--- src/rtl/seq_ripple_borrow_subtractor_pkg.sv ---
// Shared types and default sizing for the sequential ripple-borrow subtractor.
// The FSM state encoding and the chunk index width derivation live here.
package seq_ripple_borrow_subtractor_pkg;

  typedef enum logic [1:0] {
    IDLE = 2'd0,
    RUN  = 2'd1,
    DONE = 2'd2
  } state_t;

  localparam int DEF_WIDTH      = 64;
  localparam int DEF_CHUNK_W    = 8;
  localparam int DEF_NUM_CHUNKS = DEF_WIDTH / DEF_CHUNK_W;

  // A single-chunk configuration still needs a one-bit index register.
  function automatic int idx_width(input int num_chunks);
    return (num_chunks > 1) ? $clog2(num_chunks) : 1;
  endfunction

  localparam int DEF_IDX_W = idx_width(DEF_NUM_CHUNKS);

endpackage

--- src/rtl/seq_ripple_borrow_subtractor_if.sv ---
// Operand/result handshake bundle for the sequential subtractor.
// SEQ_SUB_FLAGS_EN adds the borrow_o/zero_o status flags.
interface seq_ripple_borrow_subtractor_if
  import seq_ripple_borrow_subtractor_pkg::*;
#(
  parameter int WIDTH = DEF_WIDTH
);

  logic             valid_i;
  logic             ready_o;
  logic [WIDTH-1:0] num1_i;
  logic [WIDTH-1:0] num2_i;
  logic             valid_o;
  logic             ready_i;
  logic [WIDTH-1:0] diff_o;
`ifdef SEQ_SUB_FLAGS_EN
  logic             borrow_o;
  logic             zero_o;
`endif

  modport master (
    output valid_i, num1_i, num2_i, ready_i,
`ifdef SEQ_SUB_FLAGS_EN
    input  borrow_o, zero_o,
`endif
    input  ready_o, valid_o, diff_o
  );

  modport slave (
    input  valid_i, num1_i, num2_i, ready_i,
`ifdef SEQ_SUB_FLAGS_EN
    output borrow_o, zero_o,
`endif
    output ready_o, valid_o, diff_o
  );

endinterface

--- src/rtl/seq_ripple_borrow_subtractor_borrow_chunk_sub.sv ---
// Combinational CHUNK_W-bit ripple-borrow slice: diff = a - b - borrow_in.
module seq_ripple_borrow_subtractor_borrow_chunk_sub #(
  parameter int CHUNK_W = 8
) (
  input  logic [CHUNK_W-1:0] a_i,
  input  logic [CHUNK_W-1:0] b_i,
  input  logic               borrow_i,
  output logic [CHUNK_W-1:0] diff_o,
  output logic               borrow_o
);

  // Borrow ripples from LSB to MSB; a bit borrows when a < b + incoming borrow.
  always_comb begin
    logic w_bw;
    w_bw   = borrow_i;
    diff_o = '0;
    for (int i = 0; i < CHUNK_W; i++) begin
      diff_o[i] = a_i[i] ^ b_i[i] ^ w_bw;
      w_bw      = (~a_i[i] & b_i[i]) | (~(a_i[i] ^ b_i[i]) & w_bw);
    end
    borrow_o = w_bw;
  end

endmodule

--- src/rtl/seq_ripple_borrow_subtractor.sv ---
// Multi-cycle subtractor: diff = num1 - num2 mod 2^WIDTH, one CHUNK_W slice per clock.
// Define SEQ_SUB_FLAGS_EN to expose the final borrow and zero-result flags.
module seq_ripple_borrow_subtractor
  import seq_ripple_borrow_subtractor_pkg::*;
#(
  parameter int WIDTH   = DEF_WIDTH,
  parameter int CHUNK_W = DEF_CHUNK_W
) (
  input  logic                            clk_i,
  input  logic                            rst_ni,
  seq_ripple_borrow_subtractor_if.slave   bus
);

  localparam int               NUM_CHUNKS = WIDTH / CHUNK_W;
  localparam int               IDX_W      = idx_width(NUM_CHUNKS);
  localparam logic [IDX_W-1:0] LAST_IDX   = IDX_W'(NUM_CHUNKS - 1);
  localparam logic [WIDTH-1:0] LOW_MASK   = {WIDTH{1'b1}} >> CHUNK_W;

  state_t             r_state;
  logic               r_ready;
  logic               r_valid;
  logic [WIDTH-1:0]   r_a;
  logic [WIDTH-1:0]   r_b;
  logic [WIDTH-1:0]   r_diff;
  logic               r_borrow;
  logic [IDX_W-1:0]   r_idx;
`ifdef SEQ_SUB_FLAGS_EN
  logic               r_borrow_flag;
  logic               r_zero_flag;
`endif

  logic [CHUNK_W-1:0] w_a_chunk;
  logic [CHUNK_W-1:0] w_b_chunk;
  logic [CHUNK_W-1:0] w_d_chunk;
  logic               w_borrow_out;

  assign w_a_chunk = r_a[int'(r_idx) * CHUNK_W +: CHUNK_W];
  assign w_b_chunk = r_b[int'(r_idx) * CHUNK_W +: CHUNK_W];

  seq_ripple_borrow_subtractor_borrow_chunk_sub #(
    .CHUNK_W (CHUNK_W)
  ) u_chunk (
    .a_i      (w_a_chunk),
    .b_i      (w_b_chunk),
    .borrow_i (r_borrow),
    .diff_o   (w_d_chunk),
    .borrow_o (w_borrow_out)
  );

  // On the last chunk all lower slices are already in r_diff, so the zero
  // flag only needs those plus the slice being written this cycle.
  always_ff @(posedge clk_i) begin
    if (!rst_ni) begin
      r_state       <= IDLE;
      r_ready       <= 1'b1;
      r_valid       <= 1'b0;
      r_a           <= '0;
      r_b           <= '0;
      r_diff        <= '0;
      r_borrow      <= 1'b0;
      r_idx         <= '0;
`ifdef SEQ_SUB_FLAGS_EN
      r_borrow_flag <= 1'b0;
      r_zero_flag   <= 1'b0;
`endif
    end else begin
      case (r_state)
        IDLE: begin
          if (bus.valid_i && r_ready) begin
            r_a           <= bus.num1_i;
            r_b           <= bus.num2_i;
            r_idx         <= '0;
            r_borrow      <= 1'b0;
            r_ready       <= 1'b0;
            r_state       <= RUN;
`ifdef SEQ_SUB_FLAGS_EN
            r_borrow_flag <= 1'b0;
            r_zero_flag   <= 1'b0;
`endif
          end
        end
        RUN: begin
          r_diff[int'(r_idx) * CHUNK_W +: CHUNK_W] <= w_d_chunk;
          r_borrow <= w_borrow_out;
          if (r_idx == LAST_IDX) begin
            r_idx         <= '0;
            r_valid       <= 1'b1;
            r_state       <= DONE;
`ifdef SEQ_SUB_FLAGS_EN
            r_borrow_flag <= w_borrow_out;
            r_zero_flag   <= ((r_diff & LOW_MASK) == '0) && (w_d_chunk == '0);
`endif
          end else begin
            r_idx <= r_idx + IDX_W'(1);
          end
        end
        DONE: begin
          if (bus.ready_i) begin
            r_valid <= 1'b0;
            r_ready <= 1'b1;
            r_state <= IDLE;
          end
        end
        default: begin
          r_state <= IDLE;
          r_ready <= 1'b1;
          r_valid <= 1'b0;
        end
      endcase
    end
  end

  assign bus.ready_o  = r_ready;
  assign bus.valid_o  = r_valid;
  assign bus.diff_o   = r_diff;
`ifdef SEQ_SUB_FLAGS_EN
  assign bus.borrow_o = r_borrow_flag;
  assign bus.zero_o   = r_zero_flag;
`endif

endmodule
--- src/flat_wrapper.sv ---
// flat-port wrapper written by rule: the top's interface ports become plain ports
module seq_ripple_borrow_subtractor_flat import seq_ripple_borrow_subtractor_pkg::*;
#(
  parameter int WIDTH   = DEF_WIDTH,
  parameter int CHUNK_W = DEF_CHUNK_W
)
  (clk_i, rst_ni, bus_valid_i, bus_num1_i, bus_num2_i, bus_ready_i, bus_ready_o, bus_valid_o, bus_diff_o);
  seq_ripple_borrow_subtractor_if #(.WIDTH(WIDTH)) bus_i ();
  input  logic clk_i;
  input  logic rst_ni;
  input wire logic [$bits(bus_i.valid_i)-1:0] bus_valid_i;
  input wire logic [$bits(bus_i.num1_i)-1:0] bus_num1_i;
  input wire logic [$bits(bus_i.num2_i)-1:0] bus_num2_i;
  input wire logic [$bits(bus_i.ready_i)-1:0] bus_ready_i;
  output wire logic [$bits(bus_i.ready_o)-1:0] bus_ready_o;
  output wire logic [$bits(bus_i.valid_o)-1:0] bus_valid_o;
  output wire logic [$bits(bus_i.diff_o)-1:0] bus_diff_o;
  assign bus_i.valid_i = bus_valid_i;
  assign bus_i.num1_i = bus_num1_i;
  assign bus_i.num2_i = bus_num2_i;
  assign bus_i.ready_i = bus_ready_i;
  assign bus_ready_o = bus_i.ready_o;
  assign bus_valid_o = bus_i.valid_o;
  assign bus_diff_o = bus_i.diff_o;
  seq_ripple_borrow_subtractor #(.WIDTH(WIDTH), .CHUNK_W(CHUNK_W)) u_core (.clk_i(clk_i), .rst_ni(rst_ni), .bus(bus_i));
endmodule
--- config.mk ---
export PLATFORM = sky130hd
export DESIGN_NAME = seq_ripple_borrow_subtractor_flat
export DESIGN_NICKNAME = d
export VERILOG_FILES = /design/src/rtl/seq_ripple_borrow_subtractor_pkg.sv /design/src/rtl/seq_ripple_borrow_subtractor_if.sv /design/src/rtl/seq_ripple_borrow_subtractor_borrow_chunk_sub.sv /design/src/rtl/seq_ripple_borrow_subtractor.sv /design/src/flat_wrapper.sv
export SDC_FILE = /design/constraint.sdc
export NUM_CORES = 1
export LEC_CHECK = 0
export BUFFER_PORTS_ARGS = -buffer_cell sky130_fd_sc_hd__buf_2
export CAP_MARGIN = 20
export CORE_UTILIZATION = 23
export CTS_BUF_LIST = sky130_fd_sc_hd__clkbuf_8
export DETAILED_ROUTE_END_ITERATION = 7
export GPL_TIMING_DRIVEN = 1
export PLACE_DENSITY = 0.46
export SETUP_SLACK_MARGIN = 0.5
export SLEW_MARGIN = 40
export SYNTH_ARGS = -nofsm -noshare
export SYNTH_HDL_FRONTEND = slang
export SYNTH_SLANG_ARGS = --single-unit
--- constraint.sdc ---
create_clock -name clk_i -period 11 [get_ports clk_i]
set_input_delay 0.55 -clock clk_i [delete_from_list [all_inputs] [get_ports clk_i]]
set_output_delay 0.55 -clock clk_i [all_outputs]
set_load 0.01 [all_outputs]
# After elaboration in Yosys (flattened, before gate mapping)
# Index checks and enable logic that the tools add are counted.
[totals] regBits=200 inputBits=132 out_inout_bits=66
[op_classes] add_sub_neg=2 n_bitwise=58 eq_ne=6 n_reduce_logical=8 shifts=4 mux=15
[op_table] operator="$shiftx 64x7->8" n=2
[op_table] operator="$bwmux 64" n=1
[op_table] operator="$shift 8x33->64 const A" n=1
[op_table] operator="$shiftx 8x33->64" n=1
[op_table] operator="$neg 6->33" n=1
[op_table] operator="$not 1->1" n=18
[op_table] operator="$and 1x1->1" n=16
[op_table] operator="$xor 1x1->1" n=16
[op_table] operator="$reduce_and 3->1" n=3
[op_table] operator="$or 1x1->1" n=8
[op_table] operator="$mux 2" n=3
[op_table] operator="$mux 3" n=2
[op_table] operator="$pmux 1 s3" n=2
[op_table] operator="$pmux 2 s3" n=1
[op_table] operator="$pmux 3 s2" n=1
[op_table] operator="$mux 1" n=4
[op_table] operator="$ne 2x1->1 const B" n=2
[op_table] operator="$reduce_and 2->1" n=2
[op_table] operator="$add 3x1->3 const B" n=1
[op_table] operator="$eq 3x3->1 const B" n=1
[op_table] operator="$eq 2x1->1 const B" n=1
[op_table] operator="$eq 2x2->1 const B" n=1
[op_table] operator="$logic_not 2->1" n=1
[op_table] operator="$ne 2x2->1 const B" n=1
[op_table] operator="other kinds (3)" n=3

# Logic depth before layout (Yosys ltp)
[depth] word_depth=20 ltp_mapped=16 mapped_depth_nobuf=14

# Modules after synthesis
# Synthesis repeated with hierarchy kept, for this count alone.
[unflattened] hier_cells=992 area_unflattened_um2=8876.0
[modules_own_cells] mod="seq_ripple_borrow_subtractor" area_per_inst_um2=8648.3 n_inst=1 cells_each=966
[modules_own_cells] mod="seq_ripple_borrow_subtractor_borrow_chunk_sub" area_per_inst_um2=227.7 n_inst=1 cells_each=26

# Worst setup path after synthesis
# OpenSTA, ideal clock, no wires.
[synth_path] kind="reg-to-reg" startpoint="register u_core.r_idx[0]" endpoint="register u_core.r_diff[31] (netlist: u_core.bus.diff_o[31])" arrival_time_ns=4.835 path_stages_with_launch=16 n_path_buf=2 required_time_ns=10.928 slack_ns=6.094 cell_sequence="dfxtp_1 > buf_6 > buf_4 > mux4_2 > mux2i_1 > fa_1 > inv_1 > fa_1 > fa_1 > fa_1 > fa_1 > fa_1 > fa_1 > fa_1 > nand3_1 > mux2i_1"
[synth_via] elab_chain_cells=20
[synth_rtl] item="start, declared" line="seq_ripple_borrow_subtractor.sv:26" rtl="logic [IDX_W-1:0] r_idx;"
[synth_rtl] item="start signal, assigned" line="seq_ripple_borrow_subtractor.sv:94" rtl="r_idx <= r_idx + IDX_W'(1);"
[synth_rtl] item="$shiftx 64x7->8, on equally long branches" line="seq_ripple_borrow_subtractor.sv:37, seq_ripple_borrow_subtractor.sv:38"
[synth_rtl] item="$xor 1x1->1" line="seq_ripple_borrow_subtractor_borrow_chunk_sub.sv:18, seq_ripple_borrow_subtractor_borrow_chunk_sub.sv:19"
[synth_rtl] item="$not 1->1" line="seq_ripple_borrow_subtractor_borrow_chunk_sub.sv:19" rtl="w_bw = (~a_i[i] & b_i[i]) | (~(a_i[i] ^ b_i[i]) & w_bw);"
[synth_rtl] item="$and 1x1->1" line="seq_ripple_borrow_subtractor_borrow_chunk_sub.sv:19"
[synth_rtl] item="$or 1x1->1" line="seq_ripple_borrow_subtractor_borrow_chunk_sub.sv:19"
[synth_rtl] item="$and 1x1->1" line="seq_ripple_borrow_subtractor_borrow_chunk_sub.sv:19"
[synth_rtl] item="$or 1x1->1" line="seq_ripple_borrow_subtractor_borrow_chunk_sub.sv:19"
[synth_rtl] item="$and 1x1->1" line="seq_ripple_borrow_subtractor_borrow_chunk_sub.sv:19"
[synth_rtl] item="[... 4 more ...]"
[synth_rtl] item="$or 1x1->1" line="seq_ripple_borrow_subtractor_borrow_chunk_sub.sv:19"
[synth_rtl] item="$and 1x1->1" line="seq_ripple_borrow_subtractor_borrow_chunk_sub.sv:19"
[synth_rtl] item="$or 1x1->1" line="seq_ripple_borrow_subtractor_borrow_chunk_sub.sv:19"
[synth_rtl] item="$and 1x1->1" line="seq_ripple_borrow_subtractor_borrow_chunk_sub.sv:19"
[synth_rtl] item="$or 1x1->1" line="seq_ripple_borrow_subtractor_borrow_chunk_sub.sv:19"
[synth_rtl] item="$xor 1x1->1" line="seq_ripple_borrow_subtractor_borrow_chunk_sub.sv:18" rtl="diff_o[i] = a_i[i] ^ b_i[i] ^ w_bw;"
[synth_rtl] item="$shiftx 8x33->64" line="seq_ripple_borrow_subtractor.sv:83" rtl="r_diff[int'(r_idx) * CHUNK_W +: CHUNK_W] <= w_d_chunk;"
[synth_rtl] item="$bwmux 64 *" line="seq_ripple_borrow_subtractor.sv:83"
[synth_rtl] item="end signal, assigned by index" line="seq_ripple_borrow_subtractor.sv:83"
[synth_rtl] item="end, declared" line="seq_ripple_borrow_subtractor.sv:24" rtl="logic [WIDTH-1:0] r_diff;"
# Every way passes the cells marked *; elsewhere a longest branch is shown, timed or not.
# A chain may end at the register's enable or synchronous reset.

# Worst setup path after layout
[layout_path] startpoint="register u_core.r_idx[1]" endpoint="register u_core.r_diff[47] (netlist: u_core.bus.diff_o[47])"
# The elaborated chain is that of the path after synthesis.

==> flow_metrics.env <==
export IMPL_drc=0
export IMPL_synthTopCellsByCount="nand2_1 (365), dfxtp_1 (200), a21boi_0 (130), mux2i_1 (72), clkbuf_1 (42)"
export IMPL_async_flop_share=0
export IMPL_top_layer="met5"
export IMPL_dp_hpwl_mm=18.8
export IMPL_peakVddDrop_mv=0.0782
export IMPL_worstPathArrival_ns=5.72
export IMPL_die_x_um=198
export IMPL_nets=1252
export IMPL_hp_class="input pin to flip-flop"
export IMPL_drtIter0Drc=321
export IMPL_clock_sinks=200
export IMPL_num_io_pins=198
export IMPL_coreArea_sq_um=37800
export IMPL_synthXorXnorAreaFrac=0
export IMPL_yosys_area_top_type="dfxtp_1"
export IMPL_cts_tree="built"
export IMPL_ctsResizeCount=0
export IMPL_final_hold_viol_count=0
export IMPL_grt_pass1_vias=6741
export IMPL_timing_final_crit_share=0.482
export IMPL_hold_path_depth=3
export IMPL_synthesis_area_sq_um=8860
export IMPL_wl_met2_mm=12.2
export IMPL_yosysWarnings=0
export IMPL_drive_gt1_frac=0.252
export IMPL_max_freq_ghz=0.189
export IMPL_r2r_cells=14
export IMPL_synthAdderAreaFrac=0.0280
export IMPL_drv_slew=0
export IMPL_cp_required_ns=11.42
export IMPL_die_y_um=198
export IMPL_avgSynthCellArea_sq_um=9.28
export IMPL_grt_max_degree=132
export IMPL_clkLatencyLatePin_ns=0.49
export IMPL_synth_net_count=1102
export IMPL_max_cap_violations=0
export IMPL_leakage_uw=0.00425
export IMPL_critPathMaxStageDelay_ns=0.64
export IMPL_r2r_start="u_core.r_idx[1]"
export IMPL_relSlewSlack=0.505
export IMPL_synth_seq_cells=200
export IMPL_ant_nets=0
export IMPL_final_core_util=0.283
export IMPL_synth_sequential_area_ratio=0.452
export IMPL_gp_congestion=0.719
export IMPL_antenna_cells=0
export IMPL_ys_flop_type="dfxtp_1"
export IMPL_cts_hold_buf=0
export IMPL_tightest_slew_ns=0.742
export IMPL_worstReg2RegEnd="u_core.bus.diff_o[47]"
export IMPL_fin_crit_ns=5.30
export IMPL_hold_path_startpoint="bus_num2_i[43]"
export IMPL_port_buffers=197
export IMPL_antenna_found_initial=2
export IMPL_clkTransAtPathRegs_ns=0.11
export IMPL_cp_start_kind="flip-flop"
export IMPL_vias=6865
export IMPL_synth_simple_area_share=0.199
export IMPL_rsz0062_at_grt="no"
export IMPL_worstPathCellList="buf_4 > mux4_2 > mux2i_1 > fa_1 > inv_1 > fa_1 > fa_1 > fa_1 > fa_1 > fa_1 > fa_1 > fa_1 > nand3_1 > mux2i_1"
export IMPL_multi_input_area_sq_um=4520
export IMPL_synth_compound_area_frac=0.117
export IMPL_crit_path_top_delay_cell="fa_1"
export IMPL_area_delta_synth_final_pct=20.6
export IMPL_rows=71
export IMPL_met1_length_mm=13.0
export IMPL_setup_viol=0
export IMPL_grt_overflow=0
export IMPL_cts_htree_levels=4
export IMPL_cts_buffers=17
export IMPL_synth_area_top_cells="dfxtp_1 (45%), nand2_1 (15%), a21boi_0 (11%)"
export IMPL_setup_tns_final_ns=0
export IMPL_wl_per_cell_um=16.4
export IMPL_crit_path_frequent_cell="fa_1"
export IMPL_muxShareOfSynthArea=0.163
export IMPL_cp_end_kind="flip-flop"
export IMPL_synth_top_family_by_area="simple AND/OR/NAND/NOR gates"
export IMPL_synth_cell_types=40
export IMPL_cts_max_path_buffers=2
export IMPL_worst_slack_ns=5.70
export IMPL_synth_most_common_cell="nand2_1"
export IMPL_routed_wl_mm=26.7
export IMPL_vias_per_cell=4.22
export IMPL_dp_slack_ns=5.56
export IMPL_met3_length_mm=1.29
export IMPL_globalRouteTotalUtil=0.137
export IMPL_synthCells=955
export IMPL_first_pass_iters=4
export IMPL_synth_top_cell_area_share=0.452
export IMPL_cts_root_buffer="clkbuf_8"
export IMPL_powerDensity_nw_per_um2=144
export IMPL_ff2ff_setup_slack_ns=5.70
export IMPL_initial_core_util=0.235
export IMPL_synth_edf_count=0
export IMPL_status="complete, no violations"
export IMPL_path_class="flip-flop to flip-flop"
export IMPL_finClkSkew_ns=0.0173
export IMPL_crit_fanout=28
export IMPL_hold_path_endpoint="u_core.r_b[43]"
export IMPL_grt_pass1_wl_mm=40.1
export IMPL_seq_area_sq_um=4010
export IMPL_postCtsSetupBuffers=0
export IMPL_dieArea_sq_um=39300
export IMPL_nFillCells=4109
==> per-stage QoR <==
stage	hold slack, ns	cells	power, uW	area, sq um
floorplan	0.440	955	941	8860
global placement	0.441	1596	1050	10200
detailed placement	0.444	1596	1050	10200
CTS	0.255	1627	1570	10700
global route	0.267	1628	1620	10700
finish	0.299	1628	1540	10700
==> logic make-up after synthesis <==
kind of cell | count (synthesis)
mux | 104
flops | 200
buf+inv | 79
fa+ha+maj | 15
compound gates | 139
simple gates | 418
==> registers in the layout, indices dropped and copies added (netlist names) <==
| name | flops |
|---|---|
| u_core.r_b | 64 |
| u_core.r_a | 64 |
| u_core.r_state | 2 |
| u_core.bus.valid_o | 1 |
| u_core.r_idx | 3 |
| u_core.bus.diff_o | 64 |
| u_core.r_borrow | 1 |
| u_core.bus.ready_o | 1 |
==> metal layers <==
metal	GRT usage	vias up
met3	0.0324	14
met1	0.188	3220
met2	0.216	139
met5	0	-
li1	-	3488
met4	0.0327	4
==> layout by cell type, fill, tap and decap left out, types with 3 or more instances in the layout <==
master       n
buf_2      196
nand3_1     22
buf_4        4
ha_1         7
inv_1        5
nor2b_1      3
nor3_4       4
dfxtp_1    198
bufinv_16    3
clkinv_4     4
mux2i_1     72
mux4_2      32
a21boi_0   130
fa_1         8
buf_6        3
nand2_1    365
clkbuf_8    20
==> cell type report <==
cell class              count  share of cell area
inverters                   5             0.00176
clock inverters            11              0.0138
clock buffers              20              0.0257
flip-flops and latches    200               0.375
multi-input cells         676               0.423
repair buffers            205               0.101
well taps                 511              0.0598
==> worst max-delay path: cells and delay by family, from the launching register on <==
| family | cells | cell delay (ns) |
|---|---|---|
| adders and majority gates | 8 | 3.22 |
| DFF | 1 | 0.56 |
| muxes | 3 | 0.76 |
| buffers and inverters | 2 | 0.54 |
| and+or+nand+nor | 1 | 0.13 |
==> power by group <==
group	internal, uW	switching, uW
combinational	94.4	147
clock	242	271
sequential	759	22.5
==> worst max path at each step <==
stage                    startpoint                     to  slack, ns  depth (start not counted)
finish              u_core.r_idx[1]  u_core.bus.diff_o[47]       5.70                         14
global route        u_core.r_idx[1]  u_core.bus.diff_o[31]       5.36                         14
CTS                 u_core.r_idx[0]  u_core.bus.diff_o[47]       5.52                         13
detailed placement  u_core.r_idx[0]  u_core.bus.diff_o[15]       5.56                         13
global placement    u_core.r_idx[0]  u_core.bus.diff_o[15]       5.63                         13
floorplan           u_core.r_idx[0]  u_core.bus.diff_o[31]       6.09                         15
(Power assumes the default switching activity.)
